[config.mk]
export PLATFORM = sky130hd
export DESIGN_NAME = time_setting_ctrl
export DESIGN_NICKNAME = d
export VERILOG_FILES = /design/src/rtl/time_setting_pkg.sv /design/src/rtl/inc_repeat.sv /design/src/rtl/time_setting_ctrl.sv
export SDC_FILE = /design/constraint.sdc
export NUM_CORES = 1
export LEC_CHECK = 0
export BUFFER_PORTS_ARGS = -buffer_cell sky130_fd_sc_hd__buf_2
export CAP_MARGIN = 20
export CORE_MARGIN = 2
export CORE_UTILIZATION = 55
export DETAILED_ROUTE_END_ITERATION = 7
export PLACE_DENSITY = 0.86
export SLEW_MARGIN = 20
export SYNTH_ARGS = -nofsm -noshare
export SYNTH_HDL_FRONTEND = slang
export SYNTH_SLANG_ARGS = --single-unit
[constraint.sdc]
create_clock -name clk -period 1.95 [get_ports clk]
set_clock_uncertainty 0.15 [all_clocks]
set_input_delay 0.0975 -clock clk [delete_from_list [all_inputs] [get_ports clk]]
set_output_delay 0.0975 -clock clk [all_outputs]
set_load 0.01 [all_outputs]
[src/rtl/time_setting_pkg.sv]
// Shared encodings and default timing constants for the time-setting sequencer.
package time_setting_pkg;

  typedef enum logic [1:0] {
    IDLE    = 2'd0,
    SET_HR  = 2'd1,
    SET_MIN = 2'd2
  } state_e;

  typedef enum logic [1:0] {
    FIELD_NONE = 2'd0,
    FIELD_HR   = 2'd1,
    FIELD_MIN  = 2'd2
  } field_e;

  localparam int unsigned DEFAULT_TIMEOUT_TICKS = 40;
  localparam int unsigned DEFAULT_REPEAT_DELAY  = 2;

endpackage

[src/rtl/inc_repeat.sv]
// Increment-button edge detector with press-and-hold auto-repeat on the 4 Hz tick.
module inc_repeat #(
  parameter int unsigned REPEAT_DELAY = 2
) (
  input  logic clk,
  input  logic reset,
  input  logic tick,
  input  logic inc_lvl,
  input  logic enable,
  input  logic restart,
  output logic inc_pulse
);

  localparam int CW = $clog2(REPEAT_DELAY + 2);

  logic          prev_q;
  logic          armed_q, armed_d;
  logic [CW-1:0] hold_q, hold_d;
  logic          pulse_q, pulse_d;

  logic rise, held, delay_done, repeat_evt;

  // Repeat only arms on a press seen while enabled, so a press held on entry stays inert.
  always_comb begin
    rise       = inc_lvl & ~prev_q;
    held       = armed_q & inc_lvl;
    delay_done = (hold_q >= CW'(REPEAT_DELAY));
    repeat_evt = held & tick & delay_done & ~restart;

    armed_d = armed_q;
    if (!enable || !inc_lvl) armed_d = 1'b0;
    else if (rise)           armed_d = 1'b1;

    hold_d = hold_q;
    if (!enable || !inc_lvl || restart || rise) hold_d = '0;
    else if (held && tick && !delay_done)       hold_d = hold_q + CW'(1);

    pulse_d = enable & (rise | repeat_evt);
  end

  always_ff @(posedge clk or negedge reset) begin
    if (!reset) begin
      prev_q  <= 1'b0;
      armed_q <= 1'b0;
      hold_q  <= '0;
      pulse_q <= 1'b0;
    end else begin
      prev_q  <= inc_lvl;
      armed_q <= armed_d;
      hold_q  <= hold_d;
      pulse_q <= pulse_d;
    end
  end

  assign inc_pulse = pulse_q;

endmodule

[src/rtl/time_setting_ctrl.sv]
// Time-setting mode sequencer: field walk, increment enables with auto-repeat,
// commit/cancel strobes and the blink mask for the display.
module time_setting_ctrl
  import time_setting_pkg::*;
#(
  parameter int unsigned TIMEOUT_TICKS = DEFAULT_TIMEOUT_TICKS,
  parameter int unsigned REPEAT_DELAY  = DEFAULT_REPEAT_DELAY
) (
  input  logic       clk,
  input  logic       reset,
  input  logic       tick,
  input  logic       mode_pb,
  input  logic       next_pb,
  input  logic       inc_lvl,
  output logic       setting,
  output logic [1:0] field,
  output logic       hr_en,
  output logic       min_en,
  output logic       commit,
  output logic       cancel,
  output logic       blink
);

  localparam int TW = $clog2(TIMEOUT_TICKS + 1);

  state_e        state_q;
  field_e        field_q;
  logic          setting_q, hr_en_q, min_en_q, commit_q, cancel_q, blink_q;
  logic [TW-1:0] timer_q;

  logic in_set, timeout_evt, next_evt, inc_evt, inc_pulse;

  // Same-cycle priority: mode > timeout > next > increment; losers are dropped.
  always_comb begin
    in_set      = (state_q == SET_HR) || (state_q == SET_MIN);
    timeout_evt = in_set & ~mode_pb & tick & ~inc_lvl &
                  (timer_q >= TW'(TIMEOUT_TICKS - 1));
    next_evt    = in_set & ~mode_pb & ~timeout_evt & next_pb;
    inc_evt     = in_set & ~mode_pb & ~timeout_evt & ~next_pb & inc_pulse;
  end

  inc_repeat #(
    .REPEAT_DELAY(REPEAT_DELAY)
  ) u_inc_repeat (
    .clk      (clk),
    .reset    (reset),
    .tick     (tick),
    .inc_lvl  (inc_lvl),
    .enable   (in_set),
    .restart  (next_evt),
    .inc_pulse(inc_pulse)
  );

  always_ff @(posedge clk or negedge reset) begin
    if (!reset) begin
      state_q   <= IDLE;
      field_q   <= FIELD_NONE;
      setting_q <= 1'b0;
      hr_en_q   <= 1'b0;
      min_en_q  <= 1'b0;
      commit_q  <= 1'b0;
      cancel_q  <= 1'b0;
      blink_q   <= 1'b0;
      timer_q   <= '0;
    end else begin
      hr_en_q  <= 1'b0;
      min_en_q <= 1'b0;
      commit_q <= 1'b0;
      cancel_q <= 1'b0;
      case (state_q)
        IDLE: begin
          timer_q <= '0;
          blink_q <= 1'b0;
          if (mode_pb) begin
            state_q   <= SET_HR;
            field_q   <= FIELD_HR;
            setting_q <= 1'b1;
          end
        end
        SET_HR, SET_MIN: begin
          if (mode_pb || timeout_evt) begin
            state_q   <= IDLE;
            field_q   <= FIELD_NONE;
            setting_q <= 1'b0;
            commit_q  <= mode_pb;
            cancel_q  <= ~mode_pb;
            timer_q   <= '0;
            blink_q   <= 1'b0;
          end else begin
            if (next_evt) begin
              state_q <= (state_q == SET_HR) ? SET_MIN : SET_HR;
              field_q <= (state_q == SET_HR) ? FIELD_MIN : FIELD_HR;
            end
            if (inc_evt) begin
              hr_en_q  <= (state_q == SET_HR);
              min_en_q <= (state_q == SET_MIN);
            end
            if (next_evt || inc_lvl)
              timer_q <= '0;
            else if (tick && (timer_q < TW'(TIMEOUT_TICKS)))
              timer_q <= timer_q + TW'(1);
            // Keep digits solid right after any user action or while the button is held.
            if (next_evt || inc_evt || inc_lvl)
              blink_q <= 1'b0;
            else if (tick)
              blink_q <= ~blink_q;
          end
        end
        default: begin
          state_q   <= IDLE;
          field_q   <= FIELD_NONE;
          setting_q <= 1'b0;
          timer_q   <= '0;
          blink_q   <= 1'b0;
        end
      endcase
    end
  end

  assign setting = setting_q;
  assign field   = field_q;
  assign hr_en   = hr_en_q;
  assign min_en  = min_en_q;
  assign commit  = commit_q;
  assign cancel  = cancel_q;
  assign blink   = blink_q;

endmodule

==> metrics.md, run 1 <==
| Metric | Value |
|---|---|
| R2R Setup Slk | 0.07 ns |
| Synth Area per Inst | a little over 10 sq um |
| #FFs+latches synth | 19 |
| Area of the multi-input gates | ~500 sq um |
| # fillers | 138 |
| Pin slew with the least headroom to its limit | between 0.4 and 0.5 ns |
| Register area share after synthesis | 0.458 |
| FF/Latch Area | 475 sq um |
| Initial core utilization | 0.594 |
| Clk buf depth | 2 |
| Largest net degree at the start of global routing | 20 |
| Clk root buf | clkbuf_4 |
| Drt wl/cell | 14.9 um |
| Worst path cell trace | inv_1 -> ha_2 -> nand2b_1 -> or3_4 -> a211oi_2 |
| Vias | 852 |
| Routability congestion estimate | about 0.87 |
| Die height | between 40 and 50 um |
| Detailed-route DRC error count | 0 |
| Grt ovf | 0 |
| Total power divided by cell area | about 840 nW/um^2 |
| Die area | approximately 2200 sq um |
| Ant diodes | 0 |
| CP peak stage delay | between 0.4 and 0.5 ns |
| Post-DP HPWL | around 1.5 mm |
| GRT Total Usage | 0.218 |
| Die width | 47.4 um |
| Routed Antenna Nets | 0 |
| Layout cells sized above 1 | 0.225 |
| Sw Share | 0.350 |
| Final Max Slew Viols | 0 |
| CTS Buf Count | 3 |
| Slowest-stage cell, CP | dfrtp_1 |
| Most frequent cells in the layout | dfrtp_1 (19), buf_2 (13), inv_1 (9) |
| Post-Syn Nets | 112 |
| Final Routed Wirelength | 2.16 mm |
| Util after Layout | 0.691 |
| Fin crit period | between 1.5 and 2 ns |
| RSZ-0062 raised after global routing | no |
| PortBufs | 13 |
| Cell-internal power | 661 uW |
| Outcome | completed |
| Initial DRC Count | 21 |
| Reg2Reg Depth | 5 |
| Final setup viols | 0 |
| Max VDD drop | between 0.7 and 0.8 mV |
| Crit Path Max Fanout | 7 |
| Final period util | 0.964 |
| Rel. slew slack | 0.719 |
| Std cell rows | 15 |
| FF-to-FF End | blink |
| Tot Pwr | slightly above 1000 uW |
| Post-CTS setup buffer count | 0 |
| Reg2reg start | field[0] |
| Final instance area | between 1000 and 1500 sq um |
| Required @ worst endpoint | roughly 2 ns |
| Max-Cap Viols | 0 |
| Distinct cell type count after synthesis | 35 |
| WS Path Type | reg -> reg |
| Share of power burned in registers | 0.480 |
| Comb pwr share | 0.329 |
| IO Count | 14 |
| Crit. End Element | flip-flop |
| Vias in the first global route | ~790 |
| Cell area after synthesis | slightly above 1000 sq um |
| Clock slew at reported path FFs | around 0.11 ns |
| Placed inst area | between 1000 and 1500 sq um |
| F_max | between 500 and 600 MHz |
| Vias per Instance | 5.88 |
| Layout Cells excl Fill | about 150 |
| Cells after Synth | 100 |
| Worst hold path type | in -> async |
| Layout Nets | approximately 130 |
| Area grow syn2layout | 16.3% |
| Clk sinks | 19 |
| Global-route wire length before repair | about 3.4 mm |
| Antenna violations before repair | 0 |
| Clock power share | 0.191 |
| Leakage | between 0.0005 and 0.0006 uW |
| Final TNS setup | 0 ns |
| CP Data Arrival Time | 1.94 ns |
| Clk_lat worst skew | between 0.2 and 0.3 ns |
| H-tree levels | 1 |
| YS warnings | 0 |
| Fin. Hold Viols | 0 |
| Commonest non-fill, non-tap cell in the layout | dfrtp_1 |
| Core area | 1750 sq um |
| TritonCTS clock tree | done |
| Cells after DPL | ~140 |
| Psw | around 360 uW |
| DR pass1 iterations | 4 |
| CP Launch Type | flip-flop |
-- layout make-up --
| type | count | share of cell area |
|---|---|---|
| clock inverters | 1 | 0.00415 |
| well taps | 25 | 0.0259 |
| clock buffers | 3 | 0.0187 |
| flip-flops and latches | 19 | 0.394 |
| repair buffers | 19 | 0.102 |
| multi-input cells | 68 | 0.424 |
| inverters | 10 | 0.0311 |
-- sequential cells by signal, summed over array words and instances, names as in the netlist --
register,count
u_inc_repeat.armed_q,1
field,2
commit,1
blink,1
u_inc_repeat.hold_q,2
min_en,1
u_inc_repeat.inc_pulse,1
timer_q,6
cancel,1
hr_en,1
setting,1
u_inc_repeat.prev_q,1
-- cell usage after synthesis --
cell type / n / area (sq um)
nor2b_1: 3 / 18.8
nor2_1: 2 / 7.51
buf_6: 2 / 22.5
a21oi_1: 5 / 25.0
a32oi_1: 1 / 8.76
a211oi_2: 2 / 25.0
and2_1: 1 / 6.26
nor3_2: 1 / 10.0
and4_1: 2 / 17.5
o22ai_1: 2 / 12.5
nand4b_1: 1 / 8.76
dfrtp_1: 19 / 475
a21o_1: 1 / 7.51
nand2b_1: 4 / 25.0
mux2i_1: 1 / 10.0
o311ai_2: 1 / 16.3
or3_1: 2 / 12.5
or4_1: 1 / 7.51
a31oi_1: 3 / 18.8
nand2_1: 7 / 26.3
a211oi_4: 1 / 20.0
o211ai_1: 2 / 15.0
a21boi_0: 1 / 7.51
nor3_1: 2 / 10.0
o2111ai_1: 1 / 8.76
o21ai_0: 8 / 40.0
o21a_1: 1 / 7.51
inv_1: 9 / 33.8
nor4_1: 2 / 12.5
inv_2: 1 / 3.75
a41oi_1: 1 / 8.76
nor4b_2: 1 / 15.0
ha_1: 6 / 75.1
nand3_1: 2 / 10.0
buf_4: 1 / 7.51
-- worst max-delay path by stage --
stage,startpoint,endpoint,slack (ns),depth (start not counted)
detailed placement,field[0],blink,0.07,5
finish,field[0],blink,0.07,5
global placement,field[0],blink,0.14,5
floorplan,field[0],blink,0.16,6
CTS,field[0],blink,0.03,5
global route,field[0],blink,0.004,5
-- stage by stage --
stage	hold slack [ns]	worst slack (ns)
CTS	0.118	0.0341
global route	0.141	0.00419
global placement	-0.0996	0.137
finish	0.110	0.0710
detailed placement	-0.100	0.0684
floorplan	-0.348	0.160
-- power by group through the flow --
stage / Sequential, uW / Clock (uW) / Combinational [uW]
after detailed placement: 490 / 0 / 297
after floorplan: 502 / 0 / 187
after CTS: 482 / 199 / 307
after global placement: 485 / 0 / 287
after global routing: 490 / 220 / 371
final: 488 / 194 / 334
-- worst max-delay path: cells and delay by family, from the launching register on --
family                     cells  cell delay (ns)
and+or+nand+nor                2             0.47
DFF                            1             0.47
buffers and inverters          1             0.11
AOI/OAI and AO/OA              1             0.21
adders and majority gates      1             0.39
-- logic make-up after synthesis --
logic type / Yosys count / synth area share
buffers and inverters: 13 / 0.0651
and+or+nand+nor: 31 / 0.181
adders and majority gates: 6 / 0.0724
AOI/OAI and AO/OA: 30 / 0.214
DFF: 19 / 0.458
muxes: 1 / 0.00965
-- layer usage --
layer  up-vias  track usage  share of wire
li1        403            -              -
met1       411        0.294           0.46
met2        30        0.365           0.48
met3         8       0.0340          0.034
met4         0       0.0611          0.021
met5         -            0              0
-- what timing repair did --
item	4_1_cts	5_1_grt
setup endpoints to repair	0	4
hold endpoints to repair	28	0
resized for setup	0	3
hold buffers	5	0
No activity file was read; power rests on OpenSTA's default activity.
==> run 2, diff against run 1 <==
--- a/config.mk
+++ b/config.mk
@@ -6,11 +6,11 @@
 export NUM_CORES = 1
 export LEC_CHECK = 0
 export BUFFER_PORTS_ARGS = -buffer_cell sky130_fd_sc_hd__buf_2
-export CAP_MARGIN = 20
 export CORE_MARGIN = 2
-export CORE_UTILIZATION = 55
+export CORE_UTILIZATION = 30
 export DETAILED_ROUTE_END_ITERATION = 7
-export PLACE_DENSITY = 0.86
+export PLACE_DENSITY = 0.56
+export SETUP_SLACK_MARGIN = 0.2
 export SLEW_MARGIN = 20
 export SYNTH_ARGS = -nofsm -noshare
 export SYNTH_HDL_FRONTEND = slang
==> run 2 against run 1 <==
Register-to-register slack gained 0.16 ns. Cell area grew 5.9%. Non-clock buffer count grew 4. Flip-flop and latch count is the same. Combinational power grew 16%. Core utilization shrank 31 points. Die area grew 75%.
==> metrics.md, run 2 (synthesis results as in run 1) <==
| Metric | Value |
|---|---|
| Fin crit period | 1.72 ns (was 1.88 ns) |
| Largest net degree at the start of global routing | 20 (unchanged) |
| Routability congestion estimate | 0.765 (was 0.868) |
| DR pass1 iterations | 4 (unchanged) |
| R2R Setup Slk | 0.23 ns (was 0.07 ns) |
| Layout Nets | 137 (was 133) |
| Clk_lat worst skew | 0.30 ns (was 0.29 ns) |
| PortBufs | 13 (unchanged) |
| PnR worst setup slack | 0.230 ns (was 0.0710 ns) |
| Antenna violations before repair | 0 (unchanged) |
| Commonest non-fill, non-tap cell in the layout | dfrtp_1 (unchanged) |
| # fillers | 347 (was 138) |
| F_max | 581 MHz (was 532 MHz) |
| Initial core utilization | 0.311 (was 0.594) |
| Final TNS setup | 0 ns (unchanged) |
| Final setup viols | 0 (unchanged) |
| Grt ovf | 0 (unchanged) |
| Fin. Hold Viols | 0 (unchanged) |
| IO Count | 14 (unchanged) |
| Global-route wire length before repair | 3.69 mm (was 3.40 mm) |
| Dpl ws | 0.133 ns (was 0.0684 ns) |
| Clk root buf | clkbuf_4 (unchanged) |
| Worst path depth | 4 (was 5) |
| Vias per Instance | 4.86 (was 5.88) |
| Crit Path Max Fanout | 5 (was 7) |
| Drt wl/cell | 13.2 um (was 14.9 um) |
| Die height | 62.8 um (was 47.4 um) |
| Std cell rows | 21 (was 15) |
| Max-Cap Viols | 0 (unchanged) |
| Area grow syn2layout | 23.2% (was 16.3%) |
| Total power divided by cell area | 852 nW/um^2 (was 842 nW/um^2) |
| Tot Pwr | 1090 uW (was 1020 uW) |
| Outcome | completed (unchanged) |
| Final Max Slew Viols | 0 (unchanged) |
| Post-DP HPWL | 1.53 mm (was 1.49 mm) |
| FF-to-FF End | hr_en (was blink) |
| Layout cells sized above 1 | 0.290 (was 0.225) |
| H-tree levels | 1 (unchanged) |
| Layout Cells excl Fill | 170 (was 145) |
| TritonCTS clock tree | done (unchanged) |
| Max reg flops | 6 (unchanged) |
| Clock slew at reported path FFs | 0.12 ns (was 0.11 ns) |
| Worst Path Buf+Inv | 0 (was 1) |
| Leakage | 0.000532 uW (was 0.000520 uW) |
| Met2 WL | 1.02 mm (was 1.04 mm) |
| Max VDD drop | 0.621 mV (was 0.710 mV) |
| Clk buf depth | 2 (unchanged) |
| Pin slew with the least headroom to its limit | 0.447 ns (was 0.422 ns) |
| Crit. End Element | flip-flop (unchanged) |
| Routed Antenna Nets | 0 (unchanged) |
| CP Launch Type | flip-flop (unchanged) |
| M1 wire length | 1.12 mm (was 999 um) |
| CTS Buf Count | 3 (unchanged) |
| CP Data Arrival Time | 1.78 ns (was 1.94 ns) |
| Family with the most delay on the worst path | compound AO/OA/AOI/OAI gates (was simple AND/OR/NAND/NOR gates) |
| Required @ worst endpoint | 2.01 ns (about the same) |
| Worst hold path type | in -> async (unchanged) |
| CP peak stage delay | 0.45 ns (was 0.47 ns) |
| Vias | 827 (was 852) |
| WL met3 | 84 um (was 74 um) |
| Final Routed Wirelength | 2.24 mm (was 2.16 mm) |
| RSZ-0062 raised after global routing | yes (was no) |
| Cells after DPL | 157 (was 136) |
| Core area | 3340 sq um (was 1750 sq um) |
| Die width | 62.8 um (was 47.4 um) |
| Rel. slew slack | 0.702 (was 0.719) |
| Final period util | 0.882 (was 0.964) |
| Slowest-stage cell, CP | dfrtp_2 (was dfrtp_1) |
| Reg2Reg Depth | 4 (was 5) |
| Worst path cell trace | ha_2 -> a211oi_4 -> o311ai_4 -> nor4b_2 (was inv_1 -> ha_2 -> nand2b_1 -> or3_4 -> a211oi_2) |
| Clk sinks | 19 (unchanged) |
| Detailed-route DRC error count | 0 (unchanged) |
| Die area | 3940 sq um (was 2250 sq um) |
| Most flop-heavy register | timer_q (unchanged) |
| Fin Hold WS | 0.0997 ns (was 0.110 ns) |
| Highest metal used | met4 (unchanged) |
| Reg2reg start | timer_q[0] (was field[0]) |
| Initial DRC Count | 25 (was 21) |
| Vias in the first global route | 783 (was 786) |
| Ant diodes | 0 (unchanged) |
| WS Path Type | reg -> reg (unchanged) |
| GRT Total Usage | 0.117 (was 0.218) |
| Most frequent cells in the layout | dfrtp_1 (16), buf_2 (13), o21ai_0 (8) (was dfrtp_1 (19), buf_2 (13), inv_1 (9)) |
run 2: stage by stage:
| stage | cell area (sq um) | utilization |
|---|---|---|
| global placement | 1150 | 0.345 |
| CTS | 1230 | 0.370 |
| global route | 1280 | 0.383 |
| finish | 1280 | 0.383 |
| detailed placement | 1150 | 0.345 |
| floorplan | 1050 | - |
run 2: how the worst max path moves through the flow:
stage	end	slack [ns]	start
2_1_floorplan	blink	0.22	field[1]
3_3_place_gp	blink	0.16	field[1]
3_5_place_dp	blink	0.13	field[1]
4_1_cts	blink	0.21	field[1]
5_1_grt	timer_q[1]	0.18	timer_q[0]
6_report	hr_en	0.23	timer_q[0]
run 2: area by class of cell:
type	count	area, sq um	share of cell area
multi-input combinational	68	524	0.410
inverter	10	37.5	0.0294
clock buffer	4	26.3	0.0206
sequential	19	479	0.375
tap	46	57.6	0.0451
timing repair buffer	23	153	0.119
run 2: per-layer routing:
layer | vias up | GRT usage
li1 | 412 | -
met1 | 395 | 0.156
met2 | 18 | 0.191
met3 | 2 | 0.0324
met4 | 0 | 0.0250
met5 | - | 0
run 2: timing repair:
item	CTS	global route
pin swaps	1	4
hold endpoints to repair	29	0
resized for setup	2	5
setup endpoints to repair	11	6
hold buffers	5	0
buffers inserted	0	4
run 2: where the power goes:
group | internal, uW | switching, uW
clock network | 79.7 | 129
logic | 189 | 199
registers | 444 | 47.0
total | 712 | 376
